--- src/rtl/traceback_sched_if.sv ---
// traceback_sched_if
//   Compact-CIGAR output stream from the traceback scheduler.
//   Signals:
//     cig_valid  source -> sink   beat available
//     cig_ready  sink   -> source beat accepted
//     cig_op     source -> sink   00 match, 01 ins, 10 del, 11 terminator
//     cig_last   source -> sink   final beat of the tile
//     cig_err    source -> sink   tile aborted by timeout (only on the last beat)
//     cig_id     source -> sink   lane that owns the tile
//   Modports: master = scheduler side, slave = consumer side.
interface traceback_sched_if #(
    parameter int LOG_NUM_REQ = 1
);
    logic                   cig_valid;
    logic                   cig_ready;
    logic [1:0]             cig_op;
    logic                   cig_last;
    logic                   cig_err;
    logic [LOG_NUM_REQ-1:0] cig_id;

    modport master (
        output cig_valid, cig_op, cig_last, cig_err, cig_id,
        input  cig_ready
    );

    modport slave (
        input  cig_valid, cig_op, cig_last, cig_err, cig_id,
        output cig_ready
    );
endinterface

--- src/rtl/traceback_sched.sv ---
// traceback_sched
//   Shares one traceback engine among NUM_REQ aligner lanes. A round-robin
//   arbiter grants one pending lane, the engine is launched with that lane's
//   start point, its run time is bounded by a timeout, and the compact CIGAR
//   it wrote is streamed out newest entry first (forward order).
//   Ports:
//     clk, rst_n                       clock, asynchronous active-low reset
//     req_valid / req_ready            per-lane request, one-hot grant pulse
//     req_score / req_diag / req_tb_state  packed per-lane start point
//     tb_rst, start_traceback          engine reset (sync, active-high) and start level
//     start_score/start_diag/tb_state  latched start point of the granted lane
//     stop_traceback, num_compact      engine done flag and number of entries written
//     cig_rd_idx / cig_rd_data         zero-latency read port into the compact CIGAR
//     cig                              output stream (traceback_sched_if.master)
//     busy                             scheduler not idle
//
//   state  | meaning
//   IDLE   | engine held in reset, arbitrating among requesting lanes
//   LAUNCH | release engine reset, raise start, clear timer
//   RUN    | engine tracing back; wait for stop or timeout
//   DRAIN  | stream compact CIGAR from index n-1 down to 0
//   ERR    | timeout: single terminator beat flagged as error
//   DONE   | engine back into reset, advance round-robin pointer
module traceback_sched #(
    parameter int NUM_REQ               = 2,
    parameter int LOG_NUM_REQ           = 1,
    parameter int LOG_MAX_WAVEFRONT_LEN = 8,
    parameter int TIMEOUT_CYCLES        = 4096,
    parameter int LOG_TIMEOUT           = 12
) (
    input  logic                                     clk,
    input  logic                                     rst_n,
    input  logic [NUM_REQ-1:0]                       req_valid,
    output logic [NUM_REQ-1:0]                       req_ready,
    input  logic [NUM_REQ*LOG_MAX_WAVEFRONT_LEN-1:0] req_score,
    input  logic [NUM_REQ*LOG_MAX_WAVEFRONT_LEN-1:0] req_diag,
    input  logic [NUM_REQ*2-1:0]                     req_tb_state,
    output logic                                     tb_rst,
    output logic                                     start_traceback,
    output logic [LOG_MAX_WAVEFRONT_LEN-1:0]         start_score,
    output logic [LOG_MAX_WAVEFRONT_LEN-1:0]         start_diag,
    output logic [1:0]                               tb_state,
    input  logic                                     stop_traceback,
    input  logic [LOG_MAX_WAVEFRONT_LEN-1:0]         num_compact,
    output logic [LOG_MAX_WAVEFRONT_LEN-1:0]         cig_rd_idx,
    input  logic [1:0]                               cig_rd_data,
    traceback_sched_if.master                        cig,
    output logic                                     busy
);

    localparam int L = LOG_MAX_WAVEFRONT_LEN;
    localparam logic [LOG_TIMEOUT-1:0] TIMER_LAST = LOG_TIMEOUT'(TIMEOUT_CYCLES - 1);

    typedef enum logic [2:0] {
        IDLE   = 3'd0,
        LAUNCH = 3'd1,
        RUN    = 3'd2,
        DRAIN  = 3'd3,
        ERR    = 3'd4,
        DONE   = 3'd5
    } state_t;

    state_t                 state, state_next;
    logic [LOG_NUM_REQ-1:0] rr_ptr;
    logic [LOG_NUM_REQ-1:0] cig_id_q;
    logic [LOG_TIMEOUT-1:0] timer;
    logic                   empty;

    logic                   grant_any;
    logic [LOG_NUM_REQ-1:0] grant_idx;
    logic [LOG_NUM_REQ-1:0] cand;
    logic [L-1:0]           sel_score;
    logic [L-1:0]           sel_diag;
    logic [1:0]             sel_state;

    logic                   cig_valid;
    logic [1:0]             cig_op;
    logic                   cig_last;
    logic                   cig_err;

    // Round-robin: scan rr_ptr+1, rr_ptr+2, ... so the lane served last has lowest priority.
    always_comb begin
        grant_any = 1'b0;
        grant_idx = '0;
        cand      = '0;
        for (int k = 1; k <= NUM_REQ; k++) begin
            cand = LOG_NUM_REQ'((int'(rr_ptr) + k) % NUM_REQ);
            if (!grant_any && req_valid[cand]) begin
                grant_any = 1'b1;
                grant_idx = cand;
            end
        end
    end

    always_comb begin
        sel_score = '0;
        sel_diag  = '0;
        sel_state = '0;
        req_ready = '0;
        for (int i = 0; i < NUM_REQ; i++) begin
            if (grant_idx == LOG_NUM_REQ'(i)) begin
                sel_score = req_score[i*L +: L];
                sel_diag  = req_diag[i*L +: L];
                sel_state = req_tb_state[i*2 +: 2];
            end
            // Gated by rst_n so no lane sees a grant while the block is held in reset.
            req_ready[i] = rst_n && (state == IDLE) && grant_any && (grant_idx == LOG_NUM_REQ'(i));
        end
    end

    always_comb begin
        state_next      = state;
        tb_rst          = 1'b1;
        start_traceback = 1'b0;
        cig_valid       = 1'b0;
        cig_op          = 2'b00;
        cig_last        = 1'b0;
        cig_err         = 1'b0;
        case (state)
            IDLE: begin
                if (grant_any) state_next = LAUNCH;
            end
            LAUNCH: begin
                tb_rst          = 1'b0;
                start_traceback = 1'b1;
                state_next      = RUN;
            end
            RUN: begin
                tb_rst          = 1'b0;
                start_traceback = 1'b1;
                if (stop_traceback)           state_next = DRAIN;
                else if (timer == TIMER_LAST) state_next = ERR;
            end
            DRAIN: begin
                // Engine kept out of reset so its compact CIGAR array stays readable.
                tb_rst          = 1'b0;
                start_traceback = 1'b1;
                cig_valid       = 1'b1;
                cig_op          = empty ? 2'b11 : cig_rd_data;
                cig_last        = empty || (cig_rd_idx == '0);
                if (cig.cig_ready && cig_last) state_next = DONE;
            end
            ERR: begin
                // Aborted run: engine goes back into reset immediately.
                cig_valid = 1'b1;
                cig_op    = 2'b11;
                cig_last  = 1'b1;
                cig_err   = 1'b1;
                if (cig.cig_ready) state_next = DONE;
            end
            DONE: begin
                state_next = IDLE;
            end
            default: begin
                state_next = IDLE;
            end
        endcase
    end

    always_ff @(posedge clk or negedge rst_n) begin
        if (!rst_n) begin
            state       <= IDLE;
            rr_ptr      <= LOG_NUM_REQ'(NUM_REQ - 1);
            cig_id_q    <= '0;
            start_score <= '0;
            start_diag  <= '0;
            tb_state    <= '0;
            timer       <= '0;
            empty       <= 1'b0;
            cig_rd_idx  <= '0;
        end else begin
            state <= state_next;
            case (state)
                IDLE: begin
                    if (grant_any) begin
                        start_score <= sel_score;
                        start_diag  <= sel_diag;
                        tb_state    <= sel_state;
                        cig_id_q    <= grant_idx;
                    end
                end
                LAUNCH: begin
                    timer <= '0;
                end
                RUN: begin
                    // Saturate: RUN exits on the terminal count, so the timer never wraps.
                    if (timer != TIMER_LAST) timer <= timer + 1'b1;
                    if (stop_traceback) begin
                        empty      <= (num_compact == '0);
                        cig_rd_idx <= (num_compact == '0) ? '0 : num_compact - 1'b1;
                    end
                end
                DRAIN: begin
                    if (cig.cig_ready && !cig_last) cig_rd_idx <= cig_rd_idx - 1'b1;
                end
                DONE: begin
                    rr_ptr <= cig_id_q;
                end
                default: begin
                end
            endcase
        end
    end

    assign cig.cig_valid = cig_valid;
    assign cig.cig_op    = cig_op;
    assign cig.cig_last  = cig_last;
    assign cig.cig_err   = cig_err;
    assign cig.cig_id    = cig_id_q;
    assign busy          = (state != IDLE);

endmodule
--- src/flat_wrapper.sv ---
// flat-port wrapper written by rule: the top's interface ports become plain ports
module traceback_sched_flat 
#(
    parameter int NUM_REQ               = 2,
    parameter int LOG_NUM_REQ           = 1,
    parameter int LOG_MAX_WAVEFRONT_LEN = 8,
    parameter int TIMEOUT_CYCLES        = 4096,
    parameter int LOG_TIMEOUT           = 12
)
  (clk, rst_n, req_valid, req_ready, req_score, req_diag, req_tb_state, tb_rst, start_traceback, start_score, start_diag, tb_state, stop_traceback, num_compact, cig_rd_idx, cig_rd_data, busy, cig_cig_valid, cig_cig_op, cig_cig_last, cig_cig_err, cig_cig_id, cig_cig_ready);
  traceback_sched_if #(.LOG_NUM_REQ(LOG_NUM_REQ)) cig_i ();
  input  logic clk;
  input  logic rst_n;
  input  logic [NUM_REQ-1:0] req_valid;
  output logic [NUM_REQ-1:0] req_ready;
  input  logic [NUM_REQ*LOG_MAX_WAVEFRONT_LEN-1:0] req_score;
  input  logic [NUM_REQ*LOG_MAX_WAVEFRONT_LEN-1:0] req_diag;
  input  logic [NUM_REQ*2-1:0] req_tb_state;
  output logic tb_rst;
  output logic start_traceback;
  output logic [LOG_MAX_WAVEFRONT_LEN-1:0] start_score;
  output logic [LOG_MAX_WAVEFRONT_LEN-1:0] start_diag;
  output logic [1:0] tb_state;
  input  logic stop_traceback;
  input  logic [LOG_MAX_WAVEFRONT_LEN-1:0] num_compact;
  output logic [LOG_MAX_WAVEFRONT_LEN-1:0] cig_rd_idx;
  input  logic [1:0] cig_rd_data;
  output logic busy;
  output wire logic [$bits(cig_i.cig_valid)-1:0] cig_cig_valid;
  output wire logic [$bits(cig_i.cig_op)-1:0] cig_cig_op;
  output wire logic [$bits(cig_i.cig_last)-1:0] cig_cig_last;
  output wire logic [$bits(cig_i.cig_err)-1:0] cig_cig_err;
  output wire logic [$bits(cig_i.cig_id)-1:0] cig_cig_id;
  input wire logic [$bits(cig_i.cig_ready)-1:0] cig_cig_ready;
  assign cig_cig_valid = cig_i.cig_valid;
  assign cig_cig_op = cig_i.cig_op;
  assign cig_cig_last = cig_i.cig_last;
  assign cig_cig_err = cig_i.cig_err;
  assign cig_cig_id = cig_i.cig_id;
  assign cig_i.cig_ready = cig_cig_ready;
  traceback_sched #(.NUM_REQ(NUM_REQ), .LOG_NUM_REQ(LOG_NUM_REQ), .LOG_MAX_WAVEFRONT_LEN(LOG_MAX_WAVEFRONT_LEN), .TIMEOUT_CYCLES(TIMEOUT_CYCLES), .LOG_TIMEOUT(LOG_TIMEOUT)) u_core (.clk(clk), .rst_n(rst_n), .req_valid(req_valid), .req_ready(req_ready), .req_score(req_score), .req_diag(req_diag), .req_tb_state(req_tb_state), .tb_rst(tb_rst), .start_traceback(start_traceback), .start_score(start_score), .start_diag(start_diag), .tb_state(tb_state), .stop_traceback(stop_traceback), .num_compact(num_compact), .cig_rd_idx(cig_rd_idx), .cig_rd_data(cig_rd_data), .cig(cig_i), .busy(busy));
endmodule
--- config.mk ---
export PLATFORM = sky130hd
export DESIGN_NAME = traceback_sched_flat
export DESIGN_NICKNAME = d
export VERILOG_FILES = /design/src/rtl/traceback_sched_if.sv /design/src/rtl/traceback_sched.sv /design/src/flat_wrapper.sv
export SDC_FILE = /design/constraint.sdc
export NUM_CORES = 1
export LEC_CHECK = 0
export ABC_AREA = 0
export ABC_CLOCK_PERIOD_IN_PS = 3900
export CAP_MARGIN = 20
export CELL_PAD_IN_SITES_DETAIL_PLACEMENT = 1
export CELL_PAD_IN_SITES_GLOBAL_PLACEMENT = 1
export CORE_MARGIN = 2
export CORE_UTILIZATION = 38
export CTS_BUF_LIST = sky130_fd_sc_hd__clkbuf_8
export CTS_CLUSTER_DIAMETER = 60
export CTS_CLUSTER_SIZE = 12
export DETAILED_ROUTE_END_ITERATION = 8
export PLACE_DENSITY_LB_ADDON = 0.15
export SLEW_MARGIN = 10
export SYNTH_ARGS = -nofsm -noshare
export SYNTH_HDL_FRONTEND = slang
export SYNTH_SLANG_ARGS = --single-unit
--- constraint.sdc ---
create_clock -name clk -period 3.9 [get_ports clk]
set_input_delay 0.39 -clock clk [delete_from_list [all_inputs] [get_ports clk]]
set_output_delay 0.39 -clock clk [all_outputs]
set_load 0.005 [all_outputs]
# Yosys cells after proc, flatten, opt, wreduce, memory -nomap -nowiden

Index checks and enable logic that the tools add are counted.

$add $sub $neg: 5
$mul: 0
Divide/modulo/power cells: 0
$lt $le $gt $ge: 2
Eq/ne operators: 14
Shift-type cells: 0
Mux-type cells: 30
Bitwise gates (word level): 1
Reduce and logical (&&, ||, !) cells: 23

Operators by type and width:

| cell                  | count |
|---|---|
| $mux 8                | 5 |
| $pmux 12 s2           | 1 |
| $logic_not 8->1       | 2 |
| $pmux 8 s2            | 1 |
| $sub 8x1->8 const B   | 2 |
| $mux 3                | 5 |
| $pmux 3 s5            | 1 |
| $add 12x1->12 const B | 1 |
| $eq 12x12->1 const B  | 1 |
| $mux 1                | 12 |
| $mux 12               | 1 |
| $ne 12x12->1 const B  | 1 |
| $ne 2x1->1 const B    | 4 |
| $logic_and 1x1->1     | 7 |
| $eq 3x2->1 const B    | 2 |
| $eq 3x3->1 const B    | 2 |
| $reduce_and 2->1      | 3 |
| $lt 1x2->1 const B    | 2 |
| $mux 2                | 2 |
| $ne 2x2->1 const B    | 2 |
| $pmux 2 s2            | 1 |
| $reduce_and 4->1      | 1 |
| $reduce_bool 2->1     | 2 |
| $eq 3x1->1 const B    | 1 |
| 11 further kinds      | 13 |

Register bits: 44
Bits in latches: 0
RAM bits: 0
Bits in read-only memories: 0
Word-level logic and storage cells: 84
Memories: 0

# Longest topological paths before layout

Gate-level depths: netlist of run 1.

Word-level depth: 9
Depth in mapped cells: 8
Gate-level depth less buffers: 7

# Worst setup path after synthesis of run 1

OpenSTA, ideal clock, no wires.

Path kind: flip-flop to flip-flop
Start: register u_core.cig_rd_idx[0]
End: register u_core.cig_rd_idx[2]
Arrival: 1.622 ns
Data required time: 3.779 ns
Setup slack: 2.157 ns
Stages on the path, launching flop included: 8
Cells stage by stage: dfrtp_1 > inv_1 > ha_1 > and2b_2 > a311oi_4 > a21o_4 > o21ai_1 > a22o_1

Cells in the longest elaborated chain, start to end: 7
Elaborated cells between the ends (all ways): 10
Those cells by class: add/sub: 1; eq/ne: 1; mux: 3; reduce/logical: 5

Ends and longest elaborated chain:

| element                                                             | RTL line               | RTL |
|---|---|---|
| from (decl)                                                         | traceback_sched.sv:45  | `output logic [LOG_MAX_WAVEFRONT_LEN-1:0] cig_rd_idx,` |
| from (signal assigned)                                              | traceback_sched.sv:190 | `cig_rd_idx <= (num_compact == '0) ? '0 : num_compact - 1'b1;` |
| from (signal assigned)                                              | traceback_sched.sv:194 | `if (cig.cig_ready && !cig_last) cig_rd_idx <= cig_rd_idx - 1'b1;` |
| parallel branches: the longest is 7 deep, another holds $sub 8x1->8 | --                     |  |

Parallel ways; which one is timed is not known. The select of a mux whose other input is x is not followed.
A chain may end at the register's enable or synchronous reset.

# Final worst setup path of run 1

Start: register u_core.state[0]
End: output cig_cig_last

Cells in the longest elaborated chain, start to end: 2
Elaborated cells between the ends (all ways): 3
Those cells by class: eq/ne: 2; mux: 1

Ends and longest elaborated chain:

| element                                         | RTL line               | RTL |
|---|---|---|
| from (decl)                                     | traceback_sched.sv:63  | `state_t state, state_next;` |
| from (signal assigned)                          | traceback_sched.sv:172 | `state <= state_next;` |
| $eq 3x3->1 / $eq 3x2->1 (equally long branches) | traceback_sched.sv:119 | `case (state)` |
| $pmux 1 s2 *                                    | traceback_sched.sv:119 |  |
| to (decl)                                       | flat_wrapper.sv:31     | `output wire logic [$bits(cig_i.cig_last)-1:0] cig_cig_last;` |

Mark *: on every way between the ends. The rest lies on a longest branch, timed or not.

==> metrics.txt, run 1 <==
status complete, no violations; WS Path Type flop to output pin; FF-to-FF Start u_core.cig_rd_idx[0]; Mapped Cells approximately 280; FFs w/ async S/R, synth 1.00; Routed Antenna Nets 0; Crit path arrival time between 2 and 2.5 ns; via/cell ratio ~5.3; WL final roughly 7300 µm; initial antenna violation count 0; Cell Area, Synth about 0.0026 mm²; Final nets between 400 and 500; Cell Rows 30; CTS tree done; Starting Density 0.390; RSZ-0062 raised after global routing no; setup violators final 0; Post-synth EDFFs 0; Layout Utilization 0.548; Setup WS pre-CTS 1.55 ns; Clock Tree Buf Depth 2; Core Region 0.00672 mm²; crit path max fanout 15; fin worst setup slack roughly 1.2 ns; power per cell area between 600 and 700 mW/mm²; Placer Congestion ~0.8; Setup TNS 0 ns; synth unique cells 55; dominant synthesized flop cell dfrtp_1; Detailed Place HPWL ~5500 µm; CP bufs+invs 1; Slew Limit Fails 0; area added between synthesis and finish 40.4%; Die ar. ~0.0076 mm²; r2r worst-path depth 7; htree depth 2; Final Cycle Share 0.699; Relative slew margins 0.448; layout cells sized above 1 0.0874; Ports 89; WL per Instance around 16 µm; VDD IR max between 200 and 250 µV; Die H between 80 and 90 µm; cts hold-fix bufs 0; clock skew 0.00672 ns; global-route wire length before repair between 10,000 and 15,000 µm; Max Freq between 300 and 400 MHz; first-pass detailed-route iteration total 5; worst slew pin tran 0.821 ns; CP max stage cell dfrtp_1; die width just under 90 µm; Via Count roughly 2,400; syn_nets 335; Setup crit start kind flop; gr ovfl total 0; number of I/O port buffers 88; Hold Fails Final Rpt 0; Critical Path Sink Type output pin; sequential share of the synthesized area 0.421; worst hold path type primary input to async pin; R2R Path End u_core.cig_rd_idx[0]; post-CTS setup buffers 0; max_cap viols 0; clock root buffer clkbuf_8; Iteration-0 DRC Markers 35; CTS resizes 0; Tot GR Track Use 0.198; Leakage 1.54 nW; worst path required time between 3 and 4 ns; vias in the first global route roughly 2,500; delay-heaviest family, CP flip-flops; FF-to-FF setup slack 1.89 ns; Max stage delay on crit path about 0.64 ns; Yosys Warn Count 0; antenna diode count 0; Residual DRC 0; Cell Chain, Critical Path nand3b_1 > o21ai_0 > clkdlybuf4s50_1; total CTS buffers 5; Yosys reg bits between 40 and 50; fin crit period roughly 2.7 ns; Mean Syn Cell Area approximately 9.4 µm²; clock sinks between 40 and 50; largest net degree at the start of global routing 38; clock latency on the worst-skew pair 0.29 ns; clock slew at reported path FFs 0.09 ns
## how the worst max path moves through the flow
stage,cells past startpoint,startpoint,slack [ns],end
3_3_place_gp,3,u_core.state[0],1.57,cig_cig_last
5_1_grt,3,u_core.state[0],0.95,cig_cig_last
2_1_floorplan,7,u_core.cig_rd_idx[0],2.16,u_core.cig_rd_idx[2]
6_report,3,u_core.state[0],1.17,cig_cig_last
4_1_cts,3,u_core.state[0],1.18,cig_cig_last
3_5_place_dp,3,u_core.state[0],1.55,cig_cig_last
## stage by stage
stage               cells  total power, mW  area (µm²)  hold slack [ns]
finish                446             2.27        3680           0.0581
global route          446             2.44        3680           0.0903
CTS                   446             2.29        3680           0.0620
detailed placement    438             1.87        3550            0.390
global placement      438             1.83        3550            0.379
floorplan             278             1.34        2620           0.0944
## cells in the mapped netlist (2+ instances only)
library cell,number,area (µm²)
a211oi_1,2,15.0
a21oi_1,28,140
a31oi_1,3,18.8
and3_1,4,25.0
buf_2,4,20.0
buf_4,2,15.0
clkbuf_1,3,11.3
clkbuf_8,2,27.5
dfrtp_1,43,1080
ha_1,5,62.6
inv_1,10,37.5
mux2i_1,18,180
nand2_1,19,71.3
nand3_1,11,55.1
nand3b_1,3,22.5
nand4_1,4,25.0
nor2_1,39,146
nor2_2,2,12.5
nor3_1,4,20.0
nor3b_1,3,22.5
nor4_1,3,18.8
nor4_2,2,25.0
o21a_1,3,22.5
o21ai_0,19,95.1
o31ai_1,3,22.5
xnor2_1,4,35.0
xor2_1,7,61.3
## registers in the layout, summed over array words and instances (netlist names)
name,count
u_core.cig.cig_id,1
u_core.cig_rd_idx,8
u_core.empty,1
u_core.rr_ptr,1
u_core.start_diag,8
u_core.start_score,8
u_core.state,3
u_core.tb_state,2
u_core.timer,12
## cells in the final DEF (no fill, tap or decap), drive strengths merged, types with 7 or more instances in the layout
master / Yosys / final
dfrtp: 43 / 43
mux2i: 18 / 18
clkdlybuf4s50: 0 / 87
inv: 10 / 11
nor2: 41 / 41
nand3: 11 / 11
a21oi: 29 / 29
nand2: 19 / 19
xor2: 7 / 7
o21ai: 20 / 20
## report_power, final
| group | switching [mW] | internal (mW) | total [mW] |
|---|---|---|---|
| clock | 0.163 | 0.254 | 0.417 |
| sequential | 0.159 | 0.621 | 0.780 |
| combinational | 0.501 | 0.570 | 1.07 |
## logic make-up (layout without fill, tap and decap cells)
| family | Yosys count | count (layout) | synth area share |
|---|---|---|---|
| AOI/OAI and AO/OA | 72 | 72 | 0.181 |
| xor gates and xnor gates | 11 | 11 | 0.0368 |
| adders and majority gates | 5 | 5 | 0.0239 |
| DFF | 44 | 44 | 0.421 |
| and+or+nand+nor | 105 | 105 | 0.218 |
| buffers and inverters | 22 | 110 | 0.0468 |
| muxes | 19 | 19 | 0.0730 |
## metal layers
metal | share of wire | GRT usage | wire (µm) | vias to the layer above
li1 | - | - | - | 1169
met1 | 0.48 | 0.267 | 3550 | 1128
met2 | 0.45 | 0.323 | 3300 | 78
met3 | 0.059 | 0.0360 | 433 | 4
met4 | 0.0083 | 0.0597 | 61 | 0
met5 | 0 | 0 | 0 | -
## area by class of cell
| class | count | area (µm²) |
|---|---|---|
| fill | 789 | 3040 |
| multi-input combinational | 212 | 1400 |
| sequential | 44 | 1100 |
| timing repair buffer | 92 | 906 |
| tap | 80 | 100 |
| clock buffer | 5 | 68.8 |
| clock inverter | 3 | 63.8 |
| inverter | 10 | 37.5 |
Power figures use the tool's default switching activity.
==> inputs of run 2 (changes only) <==
--- a/config.mk
+++ b/config.mk
@@ -6,12 +6,12 @@
 export NUM_CORES = 1
 export LEC_CHECK = 0
 export ABC_AREA = 0
-export ABC_CLOCK_PERIOD_IN_PS = 3900
+export ABC_CLOCK_PERIOD_IN_PS = 2500
 export CAP_MARGIN = 20
 export CELL_PAD_IN_SITES_DETAIL_PLACEMENT = 1
 export CELL_PAD_IN_SITES_GLOBAL_PLACEMENT = 1
 export CORE_MARGIN = 2
-export CORE_UTILIZATION = 38
+export CORE_UTILIZATION = 31
 export CTS_BUF_LIST = sky130_fd_sc_hd__clkbuf_8
 export CTS_CLUSTER_DIAMETER = 60
 export CTS_CLUSTER_SIZE = 12
==> constraint.sdc (replaced) <==
create_clock -name clk -period 2.5 [get_ports clk]
set_input_delay 0.25 -clock clk [delete_from_list [all_inputs] [get_ports clk]]
set_output_delay 0.25 -clock clk [all_outputs]
set_load 0.005 [all_outputs]
==> run 2 against run 1 <==
  * Combinational power up 66%
  * Non-clock buffer count up 8
  * Clock power up 41%
  * Sequential share of layout area down 0.67 points
  * Power up 56%
  * Utilization down 8.9 points
  * Wire length down 0.34%
  * Global-route usage down 3.5 points
  * Critical endpoint unchanged
  * Largest cell class unchanged
  * Largest power group unchanged
  * Highest routed layer unchanged
==> metrics.txt, run 2 (synthesized netlist as in run 1, its figures left out) <==
status complete, no violations; Setup TNS 0 ns; Worst setup startpoint u_core.cig_rd_idx[0]; Starting Density 0.319; Ports slightly below 90; power per cell area 937 mW/mm²; CP max stage cell clkdlybuf4s50_1; Top reg by flops u_core.timer; vias in the first global route roughly 2,400; Final Cycle Share 0.931; WL per Instance roughly 15 µm; CTS tree done; clock sinks 44; Routed Antenna Nets 0; gr ovfl total 0; r2r worst-path depth 7; via/cell ratio 5.04; largest net degree at the start of global routing 38; Cell Rows 33; Cell Chain, Critical Path inv_1 > ha_1 > and2b_2 > a31oi_1 > o21ai_0 > clkdlybuf4s50_1; Iteration-0 DRC Markers 83; placed cells 470; first-pass detailed-route iteration total 4; die width 96.0 µm; Slew Limit Fails 0; Crit path arrival time 2.08 ns; crit path max fanout 6; Setup crit start kind flop; Comb pwr share 0.503; clock latency on the worst-skew pair roughly 0.30 ns; WL final 7320 µm; Setup WS pre-CTS approximately 0.3 ns; Final nets 430; Clk pwr share 0.167; initial antenna violation count 0; setup violators final 0; most frequent cells in the layout 87 x clkdlybuf4s50_1, 42 x dfrtp_1, 38 x nor2_1, 28 x a21oi_1; Hold Fails Final Rpt 0; layout cells sized above 1 0.112; Via Count roughly 2,400; Die H between 90 and 100 µm; worst hold slack roughly 0.38 ns; Post-Layout Cell Count between 400 and 500; Residual DRC 0; Placer Congestion around 0.76; worst hold path type primary input to async pin; Tot GR Track Use 0.163; Detailed Place HPWL around 5600 µm; VDD IR max between 300 and 400 µV; worst slew pin tran 0.577 ns; clock skew 0.00674 ns; RSZ-0062 raised after global routing no; total CTS buffers 5; global-route wire length before repair between 10,000 and 15,000 µm; clock slew at reported path FFs 0.09 ns; Relative slew margins 0.612; Max stage delay on crit path around 0.47 ns; htree depth 2; register share of total power 0.330; worst path required time around 2.3 ns; Die ar. about 0.0092 mm²; Leakage ~1.6 nW; max FFs per register 12; P_int 2.24 mW; Max Freq 429 MHz; switching power around 1.3 mW; Core Region roughly 0.008 mm²; WS Path Type flop to output pin; antenna diode count 0; most common cell after layout, fill and taps aside clkdlybuf4s50_1; fin worst setup slack roughly 0.17 ns; max_cap viols 0; Sw Share 0.365; clock root buffer clkbuf_8; number of I/O port buffers 88; Clock Tree Buf Depth 2; area added between synthesis and finish 43.8%; fin crit period about 2.3 ns; FF-to-FF Start u_core.cig_rd_idx[0]; Critical Path Sink Type output pin
## run 2: worst paths after layout
kind / endpoint / slack [ns]
max in group asynchronous: u_core.rr_ptr / 1.51
max: cig_cig_last / 0.17
min: u_core.start_diag[3] / 0.38
min in group clk: u_core.rr_ptr / 0.51
max reg2reg: u_core.cig_rd_idx[0] / 0.59
min reg2reg: u_core.rr_ptr / 0.51
## run 2: critical path: cells and delay by family, from the launching register on
family	cells	cell delay (ns)
simple gates	1	0.22
compound gates	2	0.40
buf+inv	2	0.54
fa+ha+maj	1	0.20
flops	1	0.42
## run 2: layout make-up
cell class	count	area, µm²
fill	963	4450
multi-input combinational	212	1410
sequential	44	1100
timing repair buffer	100	968
tap	105	131
clock buffer	6	82.6
clock inverter	2	38.8
inverter	10	37.5
## run 2: routing by layer
layer  GRT usage  share of wire
met1       0.222           0.48
met2       0.263           0.43
met3      0.0368          0.080
met4      0.0393         0.0098
met5           0              0
## run 2: power by group through the flow
stage,logic (mW),registers [mW],clock network [mW]
floorplan,0.907,1.19,0
global placement,1.76,1.17,0
detailed placement,1.80,1.18,0
CTS,1.81,1.17,0.609
global route,1.99,1.21,0.638
finish,1.78,1.17,0.589
## run 2: metrics by stage
| stage | instance area, µm² | utilization | total power [mW] |
|---|---|---|---|
| detailed placement | 3630 | 0.442 | 2.98 |
| global route | 3770 | 0.459 | 3.83 |
| floorplan | 2620 | - | 2.09 |
| CTS | 3760 | 0.458 | 3.58 |
| global placement | 3630 | 0.442 | 2.92 |
| finish | 3770 | 0.459 | 3.53 |
## run 2: repair_timing
| item | 4_1_cts | 5_1_grt |
|---|---|---|
| setup endpoints to repair | 0 | 2 |
| resized for setup | 0 | 2 |
| setup buffers | 0 | 0 |
| endpoints found under the hold margin | 12 | 0 |
| hold buffers | 1 | 0 |
==> inputs of run 3 (changes only) <==
--- a/config.mk
+++ b/config.mk
@@ -12,7 +12,6 @@
 export CELL_PAD_IN_SITES_GLOBAL_PLACEMENT = 1
 export CORE_MARGIN = 2
 export CORE_UTILIZATION = 31
-export CTS_BUF_LIST = sky130_fd_sc_hd__clkbuf_8
 export CTS_CLUSTER_DIAMETER = 60
 export CTS_CLUSTER_SIZE = 12
 export DETAILED_ROUTE_END_ITERATION = 8
==> results of run 3 <==
Same layout as run 2: the final DEF is identical, and so are final timing and power.
==> patch, RTL diff (config.mk and constraints of run 3) <==
`NUM_REQ` is set to 2 in 2 places; all go to 1.
--- a/src/rtl/traceback_sched.sv
+++ b/src/rtl/traceback_sched.sv
@@ -22,7 +22,7 @@
 //   ERR    | timeout: single terminator beat flagged as error
 //   DONE   | engine back into reset, advance round-robin pointer
 module traceback_sched #(
-    parameter int NUM_REQ               = 2,
+    parameter int NUM_REQ               = 1,
     parameter int LOG_NUM_REQ           = 1,
     parameter int LOG_MAX_WAVEFRONT_LEN = 8,
     parameter int TIMEOUT_CYCLES        = 4096,
--- a/src/flat_wrapper.sv
+++ b/src/flat_wrapper.sv
@@ -1,7 +1,7 @@
 // flat-port wrapper written by rule: the top's interface ports become plain ports
 module traceback_sched_flat 
 #(
-    parameter int NUM_REQ               = 2,
+    parameter int NUM_REQ               = 1,
     parameter int LOG_NUM_REQ           = 1,
     parameter int LOG_MAX_WAVEFRONT_LEN = 8,
     parameter int TIMEOUT_CYCLES        = 4096,
Interface: changed (5 resized); port bits go from 89 to 69. The function was not compared with the original's and may differ.
==> patch against run 3 <==
  * Count of clock-buffer cells in the layout decreased by 1
  * Largest power group unchanged
  * Largest cell class unchanged
  * Fmax decreased by 1.6%
  * Critical path depth unchanged
  * Area after synthesis decreased by 10%
  * Setup slack got worse by 0.037 ns
  * Critical endpoint unchanged
  * Cell area decreased by 12%
  * Sequential cell count decreased by 2
  * Power decreased by 5.4%
  * Wire length decreased by 11%
  * Via count decreased by 11%
==> patch: results (changes against run 3) <==
Timing
  – Worst setup margin: 0.134 ns (was 0.172 ns)
  – Skew final: 0.00645 ns (was 0.00674 ns)
  – Measured slew at the worst slew-check pin: 0.771 ns (was 0.577 ns)
  – WHS: 0.0574 ns (was 0.378 ns)

Placed design
  – Input/output buffers: 67 (was 88)
  – Cell Area, Placed: 3200 µm² (was 3630 µm²)
  – Placed cell count: 405 (was 470)
  – HPWL after DPL: 4900 µm (was 5640 µm)
  – Place WS: 0.252 ns (was 0.299 ns)
  – RePlAce Congestion: 0.813 (was 0.758)

Synthesis
  – Synth top cells by count: 42 x dfrtp_1, 20 x mux2_2, 16 x nand2_1 (was 43 x dfrtp_1, 39 x nor2_1, 28 x a21oi_1)
  – Syn_area_per_cell: 9.95 µm² (was 9.43 µm²)
  – Mux cell area share after synthesis: 12.1% (was 7.30%)
  – Syn nets: 275 (was 335)
  – Sequential fraction of the synthesis area: 44.6% (was 42.1%)
  – Adder-cell share of the synthesized area: 2.65% (was 2.39%)
  – Synth area leaders: dfrtp_1 45%, mux2_2 9.6%, ha_1 2.7% (was dfrtp_1 41%, mux2i_1 6.9%, nor2_1 5.6%)
  – XOR/XNOR share of the synthesized area: 1.11% (was 3.68%)
  – Netlist cell types: 46 (was 55)

Global routing
  – GRT met3 Usage: 3.65% (was 3.68%)
  – M1 GR Usage: 22.5% (was 22.2%)
  – All-Layer GR Usage: 16.6% (was 16.3%)
  – Pin count of the biggest net entering global routing: 43 (was 38)
  – GRT met2 Usage: 26.9% (was 26.3%)
  – First-pass GRT wire length: 11300 µm (was 11800 µm)
  – Number of global-route vias before repair: 2231 (was 2441)

Setup path
  – Reg2reg start: u_core.state[0] (was u_core.cig_rd_idx[0])
  – Crit-path max cell delay: 0.56 ns (was 0.47 ns)
  – Crit path DAT: 2.12 ns (was 2.08 ns)
  – R2R cell count: 4 (was 7)
  – Worst Path Max Fanout: 5 (was 6)
  – R2R Setup Slk: 0.31 ns (was 0.59 ns)

Detailed routing
  – DRT Wirelength: 6520 µm (was 7320 µm)
  – Met3 WL: 340 µm (was 587 µm)
  – Routed length on met1: 3080 µm (was 3520 µm)
  – Vias post-DR: 2142 (was 2412)
  – Total length of routed met2 wires: 3020 µm (was 3140 µm)

Finish
  – Final net count: 351 (was 430)
  – Filler Cell Count: 843 (was 963)

Outcome
  – Run status: completed (unchanged)

Pwr
  – Worst VDD drop: 0.000265 V (was 0.000308 V)
  – LEAKAGE: 0.00134 µW (was 0.00157 µW)

Clocking
  – H-tree Lvls: 2 (unchanged)
  – Post-CTS Hold Buffers: 0 (was 1)
-- patch: changes by cell type in the layout (fill, tap and decap cells not counted), moves of 8 or more --
cell                    run 3  this run
mux2i_1                    18         6
mux2_2                      1        20
o21ai_0                    19        10
o22ai_1                     0         8
nand3_1                    11         3
a21oi_1                    28         7
clkdlybuf4s50_1            87        66
nor2_1                     38        12
-- patch: where the power goes --
group          internal, µW  leakage (µW)  total [µW]  switching [µW]
registers               937      0.000523        1150             215
clock network           294     0.0000579         542             247
logic                   963      0.000760        1650             683
total                  2190       0.00134        3340            1150
-- patch: final cells by class --
class | count | area [µm²] | share of cell area [%]
Timing Repair Buffer | 80 | 763 | 23.0
Sequential cell | 42 | 1050 | 31.7
Tap cell | 99 | 124 | 3.74
Multi-Input combinational cell | 170 | 1220 | 36.7
Clock buffer | 5 | 68.8 | 2.08
Inverter | 14 | 52.6 | 1.58
Clock inverter | 3 | 40.0 | 1.21
